**src/rtl/pipe_hazard_ctrl_if.sv**
```systemverilog
// Stage metadata in, pipeline control and performance counters out.
// The master side is the datapath and the slave side is the hazard controller.
interface pipe_hazard_ctrl_if #(
  parameter int CNT_WIDTH = 32
);
  logic                 D_valid;
  logic [4:0]           D_rs1;
  logic [4:0]           D_rs2;
  logic                 D_uses_rs1;
  logic                 D_uses_rs2;
  logic                 E_valid;
  logic [4:0]           E_rd;
  logic                 E_wb_en;
  logic                 E_mem_read_en;
  logic                 e_cond;
  logic                 M_valid;
  logic [4:0]           M_rd;
  logic                 M_wb_en;
  logic                 W_valid;
  logic [4:0]           W_rd;
  logic                 W_wb_en;
  logic                 fault;

  logic                 pc_stall;
  logic                 D_stall;
  logic                 D_bubble;
  logic                 E_bubble;
  logic                 M_bubble;
  logic                 W_bubble;
  logic [1:0]           fwd_a;
  logic [1:0]           fwd_b;
  logic                 running;
  logic                 halted;
  logic [CNT_WIDTH-1:0] cycle_count;
  logic [CNT_WIDTH-1:0] retire_count;
  logic [CNT_WIDTH-1:0] stall_count;

  modport master (
    output D_valid, D_rs1, D_rs2, D_uses_rs1, D_uses_rs2,
    output E_valid, E_rd, E_wb_en, E_mem_read_en, e_cond,
    output M_valid, M_rd, M_wb_en, W_valid, W_rd, W_wb_en, fault,
    input  pc_stall, D_stall, D_bubble, E_bubble, M_bubble, W_bubble,
    input  fwd_a, fwd_b, running, halted,
    input  cycle_count, retire_count, stall_count
  );

  modport slave (
    input  D_valid, D_rs1, D_rs2, D_uses_rs1, D_uses_rs2,
    input  E_valid, E_rd, E_wb_en, E_mem_read_en, e_cond,
    input  M_valid, M_rd, M_wb_en, W_valid, W_rd, W_wb_en, fault,
    output pc_stall, D_stall, D_bubble, E_bubble, M_bubble, W_bubble,
    output fwd_a, fwd_b, running, halted,
    output cycle_count, retire_count, stall_count
  );
endinterface

```
**src/rtl/pipe_hazard_ctrl.sv**
```systemverilog
// Hazard controller for a 5-stage RV32I pipeline: forwarding, load-use stall,
// branch flush, post-reset flush sequencing, fault freeze and perf counters.
module pipe_hazard_ctrl #(
  parameter int XLEN        = 32,
  parameter int CNT_WIDTH   = 32,
  parameter int INIT_CYCLES = 4
) (
  input logic                clock,
  input logic                reset,
  pipe_hazard_ctrl_if.slave  hz
);

  if (INIT_CYCLES < 1 || INIT_CYCLES > 15 || XLEN < 1) begin : g_param_chk
    $error("pipe_hazard_ctrl: INIT_CYCLES must be 1..15 and XLEN positive");
  end

  typedef enum logic [1:0] {INIT, RUN, HALT} state_t;

  localparam logic [3:0] INIT_LAST = 4'(INIT_CYCLES - 1);

  state_t               state, state_nxt;
  logic [3:0]           init_cnt;
  logic [CNT_WIDTH-1:0] cycle_q, retire_q, stall_q;

  logic       m_e1, m_m1, m_w1, m_e2, m_m2, m_w2;
  logic       load_use, wb_fault;
  logic [1:0] sel_a, sel_b;

  function automatic logic match(input logic [4:0] src, input logic vld,
                                 input logic wb, input logic [4:0] rd);
    return vld && wb && (rd == src) && (src != 5'd0);
  endfunction

  always_comb begin
    m_e1 = match(hz.D_rs1, hz.E_valid, hz.E_wb_en, hz.E_rd);
    m_m1 = match(hz.D_rs1, hz.M_valid, hz.M_wb_en, hz.M_rd);
    m_w1 = match(hz.D_rs1, hz.W_valid, hz.W_wb_en, hz.W_rd);
    m_e2 = match(hz.D_rs2, hz.E_valid, hz.E_wb_en, hz.E_rd);
    m_m2 = match(hz.D_rs2, hz.M_valid, hz.M_wb_en, hz.M_rd);
    m_w2 = match(hz.D_rs2, hz.W_valid, hz.W_wb_en, hz.W_rd);

    // Youngest producer wins: E over M over W.
    sel_a = 2'd0;
    if (hz.D_uses_rs1) begin
      if (m_e1)      sel_a = 2'd1;
      else if (m_m1) sel_a = 2'd2;
      else if (m_w1) sel_a = 2'd3;
    end
    sel_b = 2'd0;
    if (hz.D_uses_rs2) begin
      if (m_e2)      sel_b = 2'd1;
      else if (m_m2) sel_b = 2'd2;
      else if (m_w2) sel_b = 2'd3;
    end

    load_use = hz.D_valid && hz.E_mem_read_en &&
               ((hz.D_uses_rs1 && m_e1) || (hz.D_uses_rs2 && m_e2));
    wb_fault = hz.W_valid && hz.fault;
  end

  always_comb begin
    state_nxt   = state;
    hz.pc_stall = 1'b0;
    hz.D_stall  = 1'b0;
    hz.D_bubble = 1'b0;
    hz.E_bubble = 1'b0;
    hz.M_bubble = 1'b0;
    hz.W_bubble = 1'b0;
    hz.fwd_a    = 2'd0;
    hz.fwd_b    = 2'd0;
    hz.running  = 1'b0;
    hz.halted   = 1'b0;

    if (reset || state == INIT) begin
      // Flush every stage while the pipeline fills with known-empty slots.
      hz.pc_stall = 1'b1;
      hz.D_bubble = 1'b1;
      hz.E_bubble = 1'b1;
      hz.M_bubble = 1'b1;
      hz.W_bubble = 1'b1;
      if (!reset && init_cnt == INIT_LAST) state_nxt = RUN;
    end else begin
      case (state)
        RUN: begin
          hz.running = 1'b1;
          hz.fwd_a   = sel_a;
          hz.fwd_b   = sel_b;
          // A taken branch discards the dependent instruction, so no stall.
          if (hz.e_cond) begin
            hz.D_bubble = 1'b1;
            hz.E_bubble = 1'b1;
          end else if (load_use) begin
            hz.pc_stall = 1'b1;
            hz.D_stall  = 1'b1;
            hz.E_bubble = 1'b1;
          end
          if (wb_fault) begin
            hz.pc_stall = 1'b1;
            hz.D_stall  = 1'b1;
            hz.D_bubble = 1'b0;
            hz.E_bubble = 1'b1;
            hz.M_bubble = 1'b1;
            hz.W_bubble = 1'b1;
            state_nxt   = HALT;
          end
        end
        HALT: begin
          hz.halted   = 1'b1;
          hz.pc_stall = 1'b1;
          hz.D_stall  = 1'b1;
          hz.E_bubble = 1'b1;
          hz.M_bubble = 1'b1;
          hz.W_bubble = 1'b1;
        end
        default: state_nxt = INIT;
      endcase
    end
  end

  always_ff @(posedge clock) begin
    if (reset) begin
      state    <= INIT;
      init_cnt <= 4'd0;
      cycle_q  <= '0;
      retire_q <= '0;
      stall_q  <= '0;
    end else begin
      state <= state_nxt;
      if (state == INIT) init_cnt <= init_cnt + 4'd1;
      if (state == RUN) begin
        cycle_q <= cycle_q + 1'b1;
        if (hz.W_valid && !hz.fault) retire_q <= retire_q + 1'b1;
        if (load_use && !hz.e_cond)  stall_q  <= stall_q + 1'b1;
      end
    end
  end

  assign hz.cycle_count  = cycle_q;
  assign hz.retire_count = retire_q;
  assign hz.stall_count  = stall_q;

endmodule

```
**src/flat_wrapper.sv**
```systemverilog
// flat-port wrapper written by rule: the top's interface ports become plain ports
module pipe_hazard_ctrl_flat 
#(
  parameter int XLEN        = 32,
  parameter int CNT_WIDTH   = 32,
  parameter int INIT_CYCLES = 4
)
  (clock, reset, hz_D_valid, hz_D_rs1, hz_D_rs2, hz_D_uses_rs1, hz_D_uses_rs2, hz_E_valid, hz_E_rd, hz_E_wb_en, hz_E_mem_read_en, hz_e_cond, hz_M_valid, hz_M_rd, hz_M_wb_en, hz_W_valid, hz_W_rd, hz_W_wb_en, hz_fault, hz_pc_stall, hz_D_stall, hz_D_bubble, hz_E_bubble, hz_M_bubble, hz_W_bubble, hz_fwd_a, hz_fwd_b, hz_running, hz_halted, hz_cycle_count, hz_retire_count, hz_stall_count);
  pipe_hazard_ctrl_if #(.CNT_WIDTH(CNT_WIDTH)) hz_i ();
  input logic clock;
  input logic reset;
  input wire logic [$bits(hz_i.D_valid)-1:0] hz_D_valid;
  input wire logic [$bits(hz_i.D_rs1)-1:0] hz_D_rs1;
  input wire logic [$bits(hz_i.D_rs2)-1:0] hz_D_rs2;
  input wire logic [$bits(hz_i.D_uses_rs1)-1:0] hz_D_uses_rs1;
  input wire logic [$bits(hz_i.D_uses_rs2)-1:0] hz_D_uses_rs2;
  input wire logic [$bits(hz_i.E_valid)-1:0] hz_E_valid;
  input wire logic [$bits(hz_i.E_rd)-1:0] hz_E_rd;
  input wire logic [$bits(hz_i.E_wb_en)-1:0] hz_E_wb_en;
  input wire logic [$bits(hz_i.E_mem_read_en)-1:0] hz_E_mem_read_en;
  input wire logic [$bits(hz_i.e_cond)-1:0] hz_e_cond;
  input wire logic [$bits(hz_i.M_valid)-1:0] hz_M_valid;
  input wire logic [$bits(hz_i.M_rd)-1:0] hz_M_rd;
  input wire logic [$bits(hz_i.M_wb_en)-1:0] hz_M_wb_en;
  input wire logic [$bits(hz_i.W_valid)-1:0] hz_W_valid;
  input wire logic [$bits(hz_i.W_rd)-1:0] hz_W_rd;
  input wire logic [$bits(hz_i.W_wb_en)-1:0] hz_W_wb_en;
  input wire logic [$bits(hz_i.fault)-1:0] hz_fault;
  output wire logic [$bits(hz_i.pc_stall)-1:0] hz_pc_stall;
  output wire logic [$bits(hz_i.D_stall)-1:0] hz_D_stall;
  output wire logic [$bits(hz_i.D_bubble)-1:0] hz_D_bubble;
  output wire logic [$bits(hz_i.E_bubble)-1:0] hz_E_bubble;
  output wire logic [$bits(hz_i.M_bubble)-1:0] hz_M_bubble;
  output wire logic [$bits(hz_i.W_bubble)-1:0] hz_W_bubble;
  output wire logic [$bits(hz_i.fwd_a)-1:0] hz_fwd_a;
  output wire logic [$bits(hz_i.fwd_b)-1:0] hz_fwd_b;
  output wire logic [$bits(hz_i.running)-1:0] hz_running;
  output wire logic [$bits(hz_i.halted)-1:0] hz_halted;
  output wire logic [$bits(hz_i.cycle_count)-1:0] hz_cycle_count;
  output wire logic [$bits(hz_i.retire_count)-1:0] hz_retire_count;
  output wire logic [$bits(hz_i.stall_count)-1:0] hz_stall_count;
  assign hz_i.D_valid = hz_D_valid;
  assign hz_i.D_rs1 = hz_D_rs1;
  assign hz_i.D_rs2 = hz_D_rs2;
  assign hz_i.D_uses_rs1 = hz_D_uses_rs1;
  assign hz_i.D_uses_rs2 = hz_D_uses_rs2;
  assign hz_i.E_valid = hz_E_valid;
  assign hz_i.E_rd = hz_E_rd;
  assign hz_i.E_wb_en = hz_E_wb_en;
  assign hz_i.E_mem_read_en = hz_E_mem_read_en;
  assign hz_i.e_cond = hz_e_cond;
  assign hz_i.M_valid = hz_M_valid;
  assign hz_i.M_rd = hz_M_rd;
  assign hz_i.M_wb_en = hz_M_wb_en;
  assign hz_i.W_valid = hz_W_valid;
  assign hz_i.W_rd = hz_W_rd;
  assign hz_i.W_wb_en = hz_W_wb_en;
  assign hz_i.fault = hz_fault;
  assign hz_pc_stall = hz_i.pc_stall;
  assign hz_D_stall = hz_i.D_stall;
  assign hz_D_bubble = hz_i.D_bubble;
  assign hz_E_bubble = hz_i.E_bubble;
  assign hz_M_bubble = hz_i.M_bubble;
  assign hz_W_bubble = hz_i.W_bubble;
  assign hz_fwd_a = hz_i.fwd_a;
  assign hz_fwd_b = hz_i.fwd_b;
  assign hz_running = hz_i.running;
  assign hz_halted = hz_i.halted;
  assign hz_cycle_count = hz_i.cycle_count;
  assign hz_retire_count = hz_i.retire_count;
  assign hz_stall_count = hz_i.stall_count;
  pipe_hazard_ctrl #(.XLEN(XLEN), .CNT_WIDTH(CNT_WIDTH), .INIT_CYCLES(INIT_CYCLES)) u_core (.clock(clock), .reset(reset), .hz(hz_i));
endmodule
```
**config.mk**
```make
export PLATFORM = sky130hd
export DESIGN_NAME = pipe_hazard_ctrl_flat
export DESIGN_NICKNAME = d
export VERILOG_FILES = /design/src/rtl/pipe_hazard_ctrl_if.sv /design/src/rtl/pipe_hazard_ctrl.sv /design/src/flat_wrapper.sv
export SDC_FILE = /design/constraint.sdc
export NUM_CORES = 1
export LEC_CHECK = 0
export ABC_AREA = 1
export CORE_ASPECT_RATIO = 0.6
export CORE_MARGIN = 5
export CORE_UTILIZATION = 30
export CTS_CLUSTER_SIZE = 28
export DETAILED_ROUTE_END_ITERATION = 8
export GPL_ROUTABILITY_DRIVEN = 1
export HOLD_SLACK_MARGIN = 0.08
export PLACE_DENSITY = 0.49
export SYNTH_ARGS = -nofsm -noshare
export SYNTH_HDL_FRONTEND = slang
export SYNTH_SLANG_ARGS = --single-unit
```
**constraint.sdc**
```tcl
create_clock -name clock -period 2.36 [get_ports clock]
set_clock_uncertainty 0.05 [all_clocks]
set_input_delay 0.236 -clock clock [delete_from_list [all_inputs] [get_ports clock]]
set_output_delay 0.236 -clock clock [all_outputs]
set_load 0.05 [all_outputs]
```
======== Word-level counts from Yosys, hierarchy flattened ========
Cells that the tools add are included.
W data, S select, Z words.
word-level totals
  register bits after elaboration ......... 102
  word-level logic and storage cells ...... 92
cells by class
  add/sub/neg operators ................... 4
  eq/ne operators ......................... 12
  multiplexer cells ....................... 37
  reduce and logical (&&, ||, !) cells .... 34
operator list
  kind                     count
  $add A32 B1 Y32 const B  3
  $eq A5 B5 Y1             6
  $mux W2                  15
  $logic_and A1 B1 Y1      23
  $mux W1                  18
  $reduce_bool A5 Y1       2
  $pmux W1 S2              3
  $add A4 B1 Y4 const B    1
  $eq A4 B2 Y1 const B     1
  $pmux W2 S2              1
  $reduce_and A2 Y1        2
  $logic_not A1 Y1         3
  $ne A3 B1 Y1 const B     1
  $reduce_and A3 Y1        1
  $eq A2 B1 Y1 const B     1
  $eq A2 B2 Y1 const B     1
  $logic_not A2 Y1         1
  $logic_or A1 B1 Y1       2
  $ne A2 B1 Y1 const B     1
  $ne A2 B2 Y1 const B     1

======== Logic depth before layout (Yosys ltp) ========
Gate-level depths: netlist (run 1).
  depth in word-level cells ............... 11
  mapped depth ............................ 14
  depth with buffers taken out ............ 14

======== Worst setup path after synthesis (run 1) ========
OpenSTA, ideal clock, no wires.
  kind .................................... reg-to-output
  start ................................... reg u_core.state[0]
  end ..................................... out hz_fwd_a[0]
  data arrival time ....................... 2.296 ns
  data required time ...................... 2.074 ns
  path slack .............................. -0.222 ns
  cell stages (with the launch flop) ...... 8
  buffers on the path ..................... 0
  cell sequence ........................... dfxtp_1 > inv_1 > ha_1 > nor2_4 > inv_2 > nor2_2 > nand2_1 > a21oi_1
on the way
  longest elaborated chain between the ends .. 3
RTL lines
  element                                                  line                                            RTL
  start: declaration                                       pipe_hazard_ctrl.sv:21                          state_t state, state_nxt;
  start signal: assignment                                 pipe_hazard_ctrl.sv:128                         state <= state_nxt;
  $eq A2 B1 Y1 / $logic_not A2 Y1 (equally long branches)  pipe_hazard_ctrl.sv:83, pipe_hazard_ctrl.sv:74
  $mux W2 / $logic_or A1 B1 Y1 (equally long branches)     pipe_hazard_ctrl.sv:83, pipe_hazard_ctrl.sv:74
  $mux W2 *                                                pipe_hazard_ctrl.sv:74                          if (reset || state == INIT) begin
  end: declaration                                         flat_wrapper.sv:35                              output wire logic [$bits(hz_i.fwd_a)-1:0] hz_fwd_a;
Every way passes the cells marked *; elsewhere a longest branch is shown, timed or not.

======== Worst setup path after layout (run 1) ========
  start ................................... reg u_core.state[0]
  end ..................................... out hz_fwd_b[1]
on the way
  longest elaborated chain between the ends .. 3
RTL lines
  element                                                  line                                            RTL
  $eq A2 B1 Y1 / $logic_not A2 Y1 (equally long branches)  pipe_hazard_ctrl.sv:83, pipe_hazard_ctrl.sv:74
  $mux W2 / $logic_or A1 B1 Y1 (equally long branches)     pipe_hazard_ctrl.sv:83, pipe_hazard_ctrl.sv:74
  $mux W2 *                                                pipe_hazard_ctrl.sv:74
  end: declaration                                         flat_wrapper.sv:36                              output wire logic [$bits(hz_i.fwd_b)-1:0] hz_fwd_b;
Marks and branches as above.

==> out/results.txt, run 1 <==
The flow ran to the end, and the final reports show no timing, DRC or antenna violations. In this run the remaining antenna-violating nets after routing total 0. With fillers left out, the area of the finished cells amounts to 0.00884 mm^2.

Number of hold-slack violations in the final timing report: 0. Buffers inserted during clock tree synthesis total 9. The logs give 6,045 for the number of global-route vias before repair and 0 ps for the final total negative setup slack. The synthesized area divided by synthesized cell count works out to 6.41 um^2. In this run switching power makes up 33.0% of total power. The timing-limited maximum frequency is 451 MHz, and the cell count after synthesis is 1,015.

On the worst path, the slowest cell contributes a delay of 360 ps. The die is 200 um wide. The worst register-to-register path ends at u_core.hz.stall_count[12]$_SDFFE_PP0P_. The post-layout minimum cycle time is 2220 ps.

The highest layer used for signal routing is met4. For the initial core utilization, the log shows 30.7%. The cell at the root of the clock tree was clkbuf_16. The die covers 0.0248 mm^2. The number of flops mapped to enable cells by yosys is 0. Area of the placeable core: 0.0212 mm^2.

Yosys mapped the design onto 43 distinct sky130hd cell types. Power spread over the standard cell area amounts to 523 mW/mm^2. Global routing finished with a remaining overflow of 0. Cells fill 41.7% of the core in the end. The signal on the critical path passes through inv_1 > ha_1 > nor2_4 > inv_2 > nor2_4 > nand3_1 > nor2_2 > buf_12. During synthesis, Yosys emitted a total of 0 warnings. The proportion of synthesized flip-flops having asynchronous set or reset works out to 0%.

For this run, the post-layout net count is 1,217. After clock tree synthesis, the flow added hold-fix buffers numbering 0. The run gives 3 as the number of H-tree branching levels.

The worst-case IR drop observed on VDD is 0.373 mV. Setup repair after global routing could not meet its margin everywhere. dfxtp_1 takes more of the synthesized area than any other cell. The detailed router finished its first iteration with 630 violations. For the net count after synthesis, the log shows 1,061.

For this design the total switching power over the nets is 1.53 mW. Post-detailed-route via-to-cell ratio: 4.77. The post-route clock period utilization came out at 93.9%. Dividing the detail-routed wire length by the instance count gives 15.7 um. The met3 routed wirelength was 1930 um; the fraction of synthesized cell area taken by the top area cell type was 31.4%. After detailed routing, the number of remaining DRC violations is 0. The min-delay analysis places its worst path in the category in -> reg. After synthesis the cells add up to 0.00650 mm^2. For the global-route wire length before repair, the log shows 34,800 um.

Counting stages on the worst path, the most repeated cell is nor2_4. Across all layers, the routed design uses 6,946 vias. Initial antenna violation count: 0. The cell family contributing the most delay on the critical path is simple AND/OR/NAND/NOR gates.

Data arrival at the endpoint of the critical path: 1930 ps. The routed design uses 8110 um of met2 wire. Entering global routing, the biggest net connects 61 pins. After filler insertion, the fill cell instance count of the layout stands at 2,282. Max-cap violations in this run came to 0. From bottom edge to top edge, the die measures 124 um.

The most used flip-flop cell after synthesis is dfxtp_1. Per report_power, the combinational group accounts for 26.8% of the total. Together, buffers and inverters on the worst path number 3. In this run the worst path has a maximum fanout of 6.

The first detailed-routing pass took 6 iterations. TritonCTS built the clock tree. The count of buffers from port buffering came out at 146. The start point of the critical path was u_core.state[0]$_SDFFE_PP0P_. For the leakage power total, the log shows 3.12 nW. The tools report the met1 layer wirelength in the final routing as 12,600 um. The fraction of final layout cells with drive strength greater than 1 was 9.01%; the power share of the sequential group was 39.2%. For the internal portion of total power, the log shows 3.10 mW. For the max-slew violation total from the final report, the log shows 0. Along the worst hold path, the cell count comes to 6. The required time at the worst-slack endpoint is 2070 ps. Dominant cell by count in the synthesized netlist: nand2_1.

In this run the cell area measured after placement is 0.00844 mm^2. Ranked by instance count, the synthesized netlist is headed by nand2_1 (280), nor2_1 (154), inv_1 (104). During I/O placement, the number of pins put on the boundary was 147. At the end of routability-driven placement, the weighted congestion stood at 0.955.

Ranked by total cell area, the synthesized netlist is headed by dfxtp_1 (31%), nand2_1 (16%), nor2_1 (8.9%), a21oi_1 (6.2%), inv_1 (6.0%). The worst register-to-register path begins at u_core.hz.stall_count[0]$_SDFFE_PP0P_. The total half-perimeter wirelength after legalization and detailed placement came out at 17,700 um. The routed design has 22,800 um of wire. The worst setup path is captured at an output pin. At the later pin of the worst-skew pair, clock insertion delay measures 360 ps. The total power draw is 4.62 mW, and the normalized max-slew margin is 50.4%. Clock-pin slew was measured on the worst setup and hold paths at 70 ps. The kind of launch point of the worst setup path was a register.

The global-route total usage across every layer came out at 17.9%. The longest clock path from root to sink contains 2 buffers. The clock network burns 34.0% of the power. Sequential elements use 31.4% of the synthesized area.

Endpoint of the worst hold path: u_core.state[0]$_SDFFE_PP0P_. The layout overhead on the synthesized area was 36.0%. In this run the core area contains 41 standard-cell rows.

The number of synthesized register bits came out at 102. The worst register-to-register path has a setup slack of 200 ps. Setup violations remaining at the end of the flow were counted as 0.

The path type of the worst setup path is reg -> out. For the pin with the worst max-slew slack, the measured transition is 744 ps. The depth of the worst register-to-register path is 8.

For the number of clock sinks, the log shows 102. The worst hold path begins at reset. The critical-path cell with the highest stage delay is dfxtp_2.
==> worst max path at each step <==
stage / endpoint / slack, ps / depth (start not counted)
3_5_place_dp: hz_D_stall / 60 / 12
2_1_floorplan: hz_fwd_a[1] / 30 / 7
5_1_grt: hz_D_stall / -2 / 12
3_3_place_gp: hz_D_stall / 100 / 12
4_1_cts: hz_D_stall / 8 / 9
6_report: hz_fwd_b[1] / 140 / 8
==> power groups by stage <==
| stage | logic (mW) | clock network [mW] | registers, mW |
|---|---|---|---|
| after floorplan | 0.619 | 0 | 1.91 |
| after global placement | 1.17 | 0 | 1.85 |
| after detailed placement | 1.17 | 0 | 1.85 |
| after CTS | 1.18 | 1.64 | 1.81 |
| after global routing | 1.34 | 1.69 | 1.82 |
| final | 1.24 | 1.57 | 1.81 |
==> metal layers <==
layer	global-route usage [%]	vias to the layer above
li1	-	3607
met1	29.8	3073
met2	22.0	254
met3	4.84	12
met4	3.31	0
met5	0	-
==> worst register-to-register path, cell delays in order (launching register included) <==
cell	delay [ps]
dfxtp_1	460
ha_1	290
inv_1	90
nor2_1	270
inv_1	70
nor2_1	400
xor2_1	190
nand4_1	110
a21oi_1	160
==> sequential cells by signal (all words and copies together), names as in the netlist <==
| register | count |
|---|---|
| u_core.hz.cycle_count | 32 |
| u_core.hz.retire_count | 32 |
| u_core.hz.stall_count | 32 |
| u_core.init_cnt | 4 |
| u_core.state | 2 |
==> repair_timing <==
action,CTS,global route
endpoints found under the setup margin,5,10
gates cloned,0,0
buffers inserted,0,5
resized for setup,2,14
pin swaps,0,2
==> placed cells by master, fill, tap and decap left out, types with 29 or more instances in the layout <==
master           instances
inv_1                  103
nand4_1                 50
o21ai_0                 32
nor2_1                 147
dfxtp_1                101
nand2_1                280
xor2_1                  29
clkdlybuf4s50_1        131
a21oi_1                 79
nand3_1                 31
==> metrics by stage <==
stage / worst slack [ps] / std cells / hold slack, ps
global route: -2.20 / 1455 / 337
detailed placement: 55.5 / 1434 / 402
finish: 143 / 1456 / 318
floorplan: 28.0 / 1015 / 373
global placement: 102 / 1434 / 393
CTS: 8.49 / 1450 / 312
==> cell families (layout without fill, tap and decap cells) <==
family	after synthesis	after routing	share of synthesized area, %
XOR/XNOR	52	52	7.00
buffers and inverters	136	297	8.73
other	0	1	0
flip-flops	102	102	31.4
AND/OR/NAND/NOR	593	593	41.6
AO/OA/AOI/OAI	125	125	9.91
adder cells (fa/ha/maj)	7	7	1.35
==> cell type report <==
class                      count  area, um^2  area share [%]
clock buffer                   9         225            2.55
antenna                        1        2.50          0.0283
timing repair buffer         173        1780            20.2
clock inverter                 7        78.8           0.891
tap                          279         349            3.95
multi-input combinational    777        3950            44.7
inverter                     108         409            4.63
sequential                   102        2040            23.1
No activity file was read; power rests on OpenSTA's default activity.
==> run 2: changes to the inputs <==
==> constraint.sdc (replaced) <==
create_clock -name clock -period 2.36 [get_ports clock]
set_clock_uncertainty 0.05 [all_clocks]
set_input_delay 0.472 -clock clock [delete_from_list [all_inputs] [get_ports clock]]
set_output_delay 0.472 -clock clock [all_outputs]
set_load 0.05 [all_outputs]
==> run 2 against run 1 <==
Flip-flop and latch count unchanged. Critical path depth down 2. Routed wire length up 2.5%. Non-clock buffer count up 33. Die area unchanged. Sequential power about the same. Cell count up 2.3%. Critical path type is now in -> out. Largest cell class unchanged. Largest power group unchanged.
==> out/results.txt, run 2 (synthesized netlist as in run 1, its figures left out) <==
The flow ran to the end, and the final reports show no timing, DRC or antenna violations. The tightest hold margin was 442 ps (+124 ps). For the met3 routed wirelength, the log shows 1920 um (-0.31%). The tools report the kind of launch point of the worst setup path as a primary input. The number of buffers inserted during clock tree synthesis is 9 (unchanged), and the overall routed net length is 23,400 um (+2.5%).

The logs give 0.0212 mm^2 (unchanged) for the area of the placeable core and 36,200 um (+4.1%) for the global-route wire length before repair. The library cell used most frequently in the layout, excluding fill and tap cells, is nand2_1. The tools report the count of nets left with antenna violations after detail routing as 0 (unchanged). The die width was 200 um (unchanged).

The logs give 3.30 nW (+5.9%) for the leakage power total and 431 MHz (-4.4%) for the timing-limited maximum frequency. The critical path goes through clkdlybuf4s50_1 > nand2_1 > nor4_2 > a21oi_1 > nor2_4 > buf_12. Post-layout minimum cycle time: 2320 ps (+102 ps).

The tools report the remaining design rule violation count as 0 (unchanged). The fraction of final layout cells with drive strength greater than 1 was 16.1% (+7.1 points). The largest individual stage delay along the critical path comes from the cell clkdlybuf4s50_1.

The first-iteration detailed-routing DRC count was 449 (-29%); the number of setup violations in the final report was 0 (unchanged). The highest fanout seen on the critical path is 2 (-4), and the total grt overflow is 0 (unchanged). The maximum VDD drop is 0.388 mV (+4.0%), and the floorplan die area is 0.0248 mm^2 (unchanged). The capturing element type of the critical path is an output pin. The required time at the worst-slack endpoint came out at 1840 ps (-230 ps). The startpoint identified for the worst register-to-register timing path is u_core.state[1]$_SDFFE_PP0P_.

The largest net degree at the start of global routing is 61 (unchanged). The logs give 0 (unchanged) for the number of hold-slack violations in the final timing report and 50.2% (-0.20 points) for the normalized max-slew margin. The depth of the worst register-to-register path was 12 (+4).

The tools report the register-to-register path setup slack as 150 ps (-50 ps). TritonCTS built the clock tree. The number of global-route vias before repair is 6,331 (+4.7%). The path with the worst hold slack has its endpoint at u_core.hz.cycle_count[30]$_SDFFE_PP0P_. The tools report the number of buffers between clock root and the deepest sink as 2 (unchanged). The cell at the root of the clock tree is clkbuf_16. For the number of iterations in the first detailed-routing pass, the log shows 5 (-1). The setup path with the least slack is of type in -> out. Setup repair after global routing could not meet its margin everywhere. The setup slack of the critical path after layout was 41.2 ps (-102 ps); the overall die height was 124 um (unchanged).

The number of clock sinks was 102 (unchanged). The logs give 30.7% (unchanged) for the initial core utilization and 0 (unchanged) for the initial antenna violation count. The max-slew violation total from the final report was 0 (unchanged); the number of placed cells counting well taps was 1,458 (+1.7%). The stage delay of the slowest cell on the critical path is 460 ps (+100 ps), and the total half-perimeter wirelength after legalization and detailed placement is 18,100 um (+2.1%). The total power density per cell area came out at 513 mW/mm^2 (-1.9%). The count of filler cells inserted in the layout came out at 2,269 (-0.57%).

The post-detailed-route via-to-cell ratio is 4.80 (+0.63%). The logs give 1,250 (+2.7%) for the final net count and -399 ps (-454 ps) for the pre-CTS setup slack. For the met1 layer wirelength in the final routing, the log shows 12,900 um (+2.4%).

Global-route total usage across every layer: 18.5% (+0.59 points). The number of standard-cell rows in the floorplan is 41 (unchanged), and the number of H-tree branching levels is 3 (unchanged). The placed cell area came out at 0.00863 mm^2 (+2.2%). The run gives 1,490 (+2.3%) as the final cell count without fillers. The number of placed I/O pins is 147 (unchanged), and the met2 wirelength from detailed routing is 8390 um (+3.5%).

The startpoint identified for the worst hold timing path is u_core.hz.cycle_count[30]$_SDFFE_PP0P_. The cell depth of the worst hold path is 2 (-4), and the transition time of the tightest slew-check pin is 747 ps (+2.95 ps). In the layout the commonest cells are nand2_1 (270), nor2_1 (145), clkdlybuf4s50_1 (104).

In this run the critical register-to-register path is captured at u_core.hz.cycle_count[24]$_SDFFE_PP0P_. Clock transition at the register clock pins on the worst setup and hold paths after CTS: 80 ps (about the same). The layout overhead on the synthesized area works out to 40.4%. Data arrival at the endpoint of the critical path: 1800 ps (-130 ps).

Routed signal wires occupy layers up through met4. The total number of vias was 7,153 (+3.0%). The worst-skew pair later-pin latency is 370 ps (about the same), and the max capacitance violation total is 0 (unchanged). The routed length per instance is 15.7 um (+0.15%), and the post-layout instance area is 0.00913 mm^2 (+3.2%). In this run the worst hold path is classified as reg -> reg. The count of buffers from port buffering was 146 (unchanged). The post-route clock period utilization was 98.3% (+4.3 points); the weighted congestion at the end of routability-driven global placement was 0.935 (-2.1%).
## run 2: cell types whose count changed in the layout (fill, tap and decap cells not counted), moves of 10 or more
cell	change
nand2_2	+10
clkdlybuf4s50_1	-27
inv_1	-11
buf_2	+14
nand2_1	-10
buf_4	+33
## run 2: worst max-delay path by stage
stage,depth (start not counted),to,startpoint
floorplan,7,hz_fwd_a[1],u_core.state[0]$_SDFFE_PP0P_
global placement,9,hz_fwd_a[1],hz_D_rs1[4]
detailed placement,13,hz_D_stall,hz_D_rs1[2]
CTS,9,hz_D_stall,u_core.state[1]$_SDFFE_PP0P_
global route,8,hz_fwd_b[1],u_core.state[0]$_SDFFE_PP0P_
finish,6,hz_fwd_b[1],hz_M_wb_en
## run 2: per-layer routing
layer | vias to the layer above | global-route usage, %
li1 | 3676 | -
met1 | 3235 | 30.5
met2 | 233 | 23.2
met3 | 9 | 5.06
met4 | 0 | 3.14
met5 | - | 0
## run 2: per-stage QoR
| step | setup TNS, ps | power [mW] | utilization, % |
|---|---|---|---|
| after global placement | -4880 | 3.04 | 40.7 |
| after detailed placement | -5410 | 3.03 | 40.7 |
| after global routing | -77.7 | 4.92 | 43.1 |
| final | 0 | 4.68 | 43.1 |
| after CTS | -0.210 | 4.65 | 42.6 |
| after floorplan | 0 | 2.54 | - |
## run 2: area by class of cell
cell class,instances,area (um^2),area share [%]
clock inverter,7,55.1,0.603
inverter,108,414,4.54
antenna,2,5.00,0.0548
clock buffer,9,225,2.47
multi-input combinational,777,4100,44.9
sequential,102,2050,22.4
timing repair buffer,206,1930,21.2
tap,279,349,3.82
## run 2: critical path, delay by kind of cell
kind	cells	cell delay, ps
buffers and inverters	2	610
and+or+nand+nor	3	560
AOI/OAI and AO/OA	1	150
## run 2: power breakdown
group	internal (mW)	leakage (nW)	switching (mW)
registers	1.78	0.823	0.0462
clock network	0.729	0.133	0.757
logic	0.566	2.35	0.808
total	3.07	3.30	1.61
## run 2: timing repair
action / CTS / global route
hold buffers: 0 / 0
endpoints found under the hold margin: 0 / 0
setup endpoints to repair: 10 / 8
pin swaps: 39 / 20
resized for setup: 113 / 29
buffers inserted: 7 / 7
==> run 3: changes to the inputs <==
- CORE_UTILIZATION: 30 -> 51
- HOLD_SLACK_MARGIN: 0.08 -> 0.05
- PLACE_DENSITY: 0.49 -> 0.78
==> run 3 against run 2 <==
First-iteration DRC count rose by 71%. Utilization rose by 30 points. Critical path depth rose by 4. Maximum frequency rose by 0.95%. Combinational power fell by 7%. Global-route usage rose by 6.9 points. Sequential share of layout area rose by 0.44 points. Via count rose by 1.9%. Routed wire length fell by 15%. Power rose by 0.82%. Register-to-register slack improved by 110 ps. Critical path type unchanged. Largest power group unchanged.
==> out/results.txt, run 3 (synthesized netlist as in run 1, its figures left out) <==
The run finished with clean final reports. The worst setup path is of the in -> out kind. The number of standard-cell rows in the floorplan is 31 (-24%). The startpoint identified for the worst register-to-register timing path is u_core.hz.stall_count[0]$_SDFFE_PP0P_.

The tools report the normalized max-slew margin as 53.2% (+2.9 points). The tools report the global-route total usage across every layer as 25.5% (+6.9 points). The most common library cell in the layout ignoring fill and taps is nand2_1. The run gives 0 (unchanged) as the count of nets left with antenna violations after detail routing. For the register cell area after layout, the log shows 0.00204 mm^2 (-0.18%). The fraction of final layout cells with drive strength greater than 1 came out at 14.2% (-1.9 points). Transition time of the tightest slew-check pin: 703 ps (-43.8 ps). The total half-perimeter wirelength after legalization and detailed placement came out at 14,800 um (-18%). The cell depth of the worst hold path works out to 1 (-1). The layout overhead on the synthesized area was 37.4%. The cell repeated most along the worst path is buf_4.

Number of H-tree branching levels: 3 (unchanged). Kind of launch point of the worst setup path: a primary input. The register-to-register path setup slack is 260 ps (+110 ps).

Count of buffers from port buffering: 146 (unchanged). Weighted congestion at the end of routability-driven global placement: 0.934 (-0.15%). The final net count came out at 1,242 (-0.64%). The worst hold path belongs to the class reg -> reg.

For the floorplan die area, the log shows 0.0152 mm^2 (-39%). The number of clock sinks was 102 (unchanged). The cell sitting at the root of the clock tree is a clkbuf_16.

The total power density per cell area was 528 mW/mm^2 (+3.0%); the number of buffers inserted during clock tree synthesis was 9 (unchanged). The tools report the largest net degree at the start of global routing as 61 (unchanged). The leakage power total is 3.28 nW (-0.61%), and the pre-CTS setup slack is -341 ps (+58.0 ps). The post-detailed-route via-to-cell ratio is 5.33 (+11%), and the overall die height is 97.5 um (-21%). In the layout the commonest cells are nand2_1 (275), nor2_1 (145), clkdlybuf4s50_1 (104).

The number of hold-slack violations in the final timing report came out at 0 (unchanged). Setup repair after global routing could not meet its margin everywhere. The highest fanout seen on the critical path is 3 (+1), and the total grt overflow is 0 (unchanged).

The endpoint of the worst hold path is u_core.init_cnt[3]$_SDFFE_PP0P_. The tools report the launch point of the worst hold path as u_core.init_cnt[3]$_SDFFE_PP0P_. The logs give 0 (unchanged) for the number of setup violations in the final report and 0.00407 mm^2 (-0.70%) for the area taken by multi-input logic gates.

The die width was 156 um (-22%); the stage delay of the slowest cell on the critical path was 200 ps (-260 ps). The required time at the worst-slack endpoint is 1840 ps (about the same), and the final design utilization is 72.9% (+30 points). The initial core utilization came out at 53.1% (+22 points).

The overall routed net length is 19,900 um (-15%). The capturing element type of the critical path was an output pin. The data arrival at the endpoint of the critical path was 1770 ps (-30 ps); the depth of the worst register-to-register path was 10 (-2). The total inserted antenna cells came out at 0 (-2). Routed length per instance: 14.6 um (-7.2%). The max-slew violation total from the final report is 0 (unchanged).

The initial antenna violation count was 0 (unchanged); the area of the placeable core was 0.0123 mm^2 (-42%). The first-iteration detailed-routing DRC count was 769 (+71%); the clock transition at the register clock pins on the worst setup and hold paths after CTS was 60 ps (-20 ps). TritonCTS built the clock tree.

The max capacitance violation total was 0 (unchanged). The maximum VDD drop was 0.411 mV (+5.9%); the post-route clock period utilization was 97.3% (-0.93 points). Worst-skew pair later-pin latency: 350 ps (-20 ps).

The logs give 2 (unchanged) for the number of buffers between clock root and the deepest sink and 6,583 (+4.0%) for the number of global-route vias before repair. The post-layout minimum cycle time came out at 2300 ps (-21.9 ps). The signal on the critical path passes through clkdlybuf4s15_1 > xnor2_1 > nand2_1 > nor2_2 > buf_4 > buf_4 > buf_4 > nand2_1 > a21oi_2 > buf_12. The tools report the total number of vias as 7,286 (+1.9%).

The endpoint identified for the worst register-to-register timing path is u_core.hz.stall_count[28]$_SDFFE_PP0P_. The global-route wire length before repair is 32,500 um (-10%), and the number of iterations in the first detailed-routing pass is 5 (unchanged). The slowest stage of the critical path is the clkdlybuf4s15_1 cell. On the critical path the largest part of the delay comes from buffers and inverters.

For the count of filler cells inserted in the layout, the log shows 1,078 (-52%). The number of placed I/O pins is 147 (unchanged). Count of buffering cells on the critical path with inverters included: 5 (+3). The run gives 435 MHz (+0.95%) as the timing-limited maximum frequency.

The remaining design rule violation count came out at 0 (unchanged). The post-cts hold buffer count is 0 (unchanged), and the setup slack of the critical path after layout is 63.1 ps (+21.9 ps).
==> run 3: changes by cell type in the layout (fill, tap and decap cells not counted), moves of 3 or more <==
cell      previous run  this run
clkbuf_2             3        11
buf_2               15         6
xnor2_1             18        21
inv_1               92        97
xnor2_2              5         2
nor2_4              14        11
nand2_1            270       275
nor2_2               6         9
nand2_2             14         9
buf_4               60        51
==> run 3: where the power goes <==
part           switching [mW]  internal, mW
clock                   0.655         0.961
sequential             0.0482          1.77
combinational           0.772         0.511
total                    1.48          3.25
==> run 3: repair_timing <==
action,4_1_cts,5_1_grt
cloned,0,0
setup buffers,8,3
setup endpoints to repair,7,9
resized for setup,62,55
pin swaps,26,30
==> run 3: routing by layer <==
| metal | vias to the layer above | part of all wire, % | track usage [%] |
|---|---|---|---|
| met2 | 343 | 42 | 36.2 |
| met4 | 0 | 0.81 | 4.10 |
| met5 | - | 0 | 0 |
| met3 | 21 | 9.7 | 5.34 |
| li1 | 3645 | - | - |
| met1 | 3277 | 48 | 39.6 |
==> run 3: worst max-delay path by stage <==
stage	from	endpoint	slack, ps	depth (start not counted)
final	hz_E_rd[1]	hz_fwd_b[0]	60	10
after global placement	hz_D_rs1[3]	hz_D_stall	-300	12
after global routing	u_core.state[1]$_SDFFE_PP0P_	hz_fwd_a[0]	-5	8
after floorplan	u_core.state[0]$_SDFFE_PP0P_	hz_fwd_a[1]	20	7
after CTS	hz_E_rd[2]	hz_D_stall	-20	13
after detailed placement	hz_D_rs2[0]	hz_D_stall	-340	12
==> run 3: per-stage QoR <==
step | hold slack [ps] | setup TNS (ps) | std cells | power [mW] | instance area (um^2)
2_1_floorplan | 373 | 0 | 1015 | 2.54 | 6520
3_3_place_gp | 390 | -1820 | 1339 | 3.01 | 8450
3_5_place_dp | 397 | -2440 | 1339 | 3.02 | 8450
4_1_cts | 424 | -18.8 | 1363 | 4.64 | 8880
5_1_grt | 447 | -7.41 | 1366 | 4.93 | 8940
6_report | 415 | 0 | 1366 | 4.72 | 8940
==> run 3: cell type report <==
type / count / share of cell area (%)
clock inverters: 5 / 0.910
multi-input cells: 777 / 45.6
flip-flops and latches: 102 / 22.9
well taps: 165 / 2.31
repair buffers: 198 / 21.1
inverters: 108 / 4.54
clock buffers: 11 / 2.72
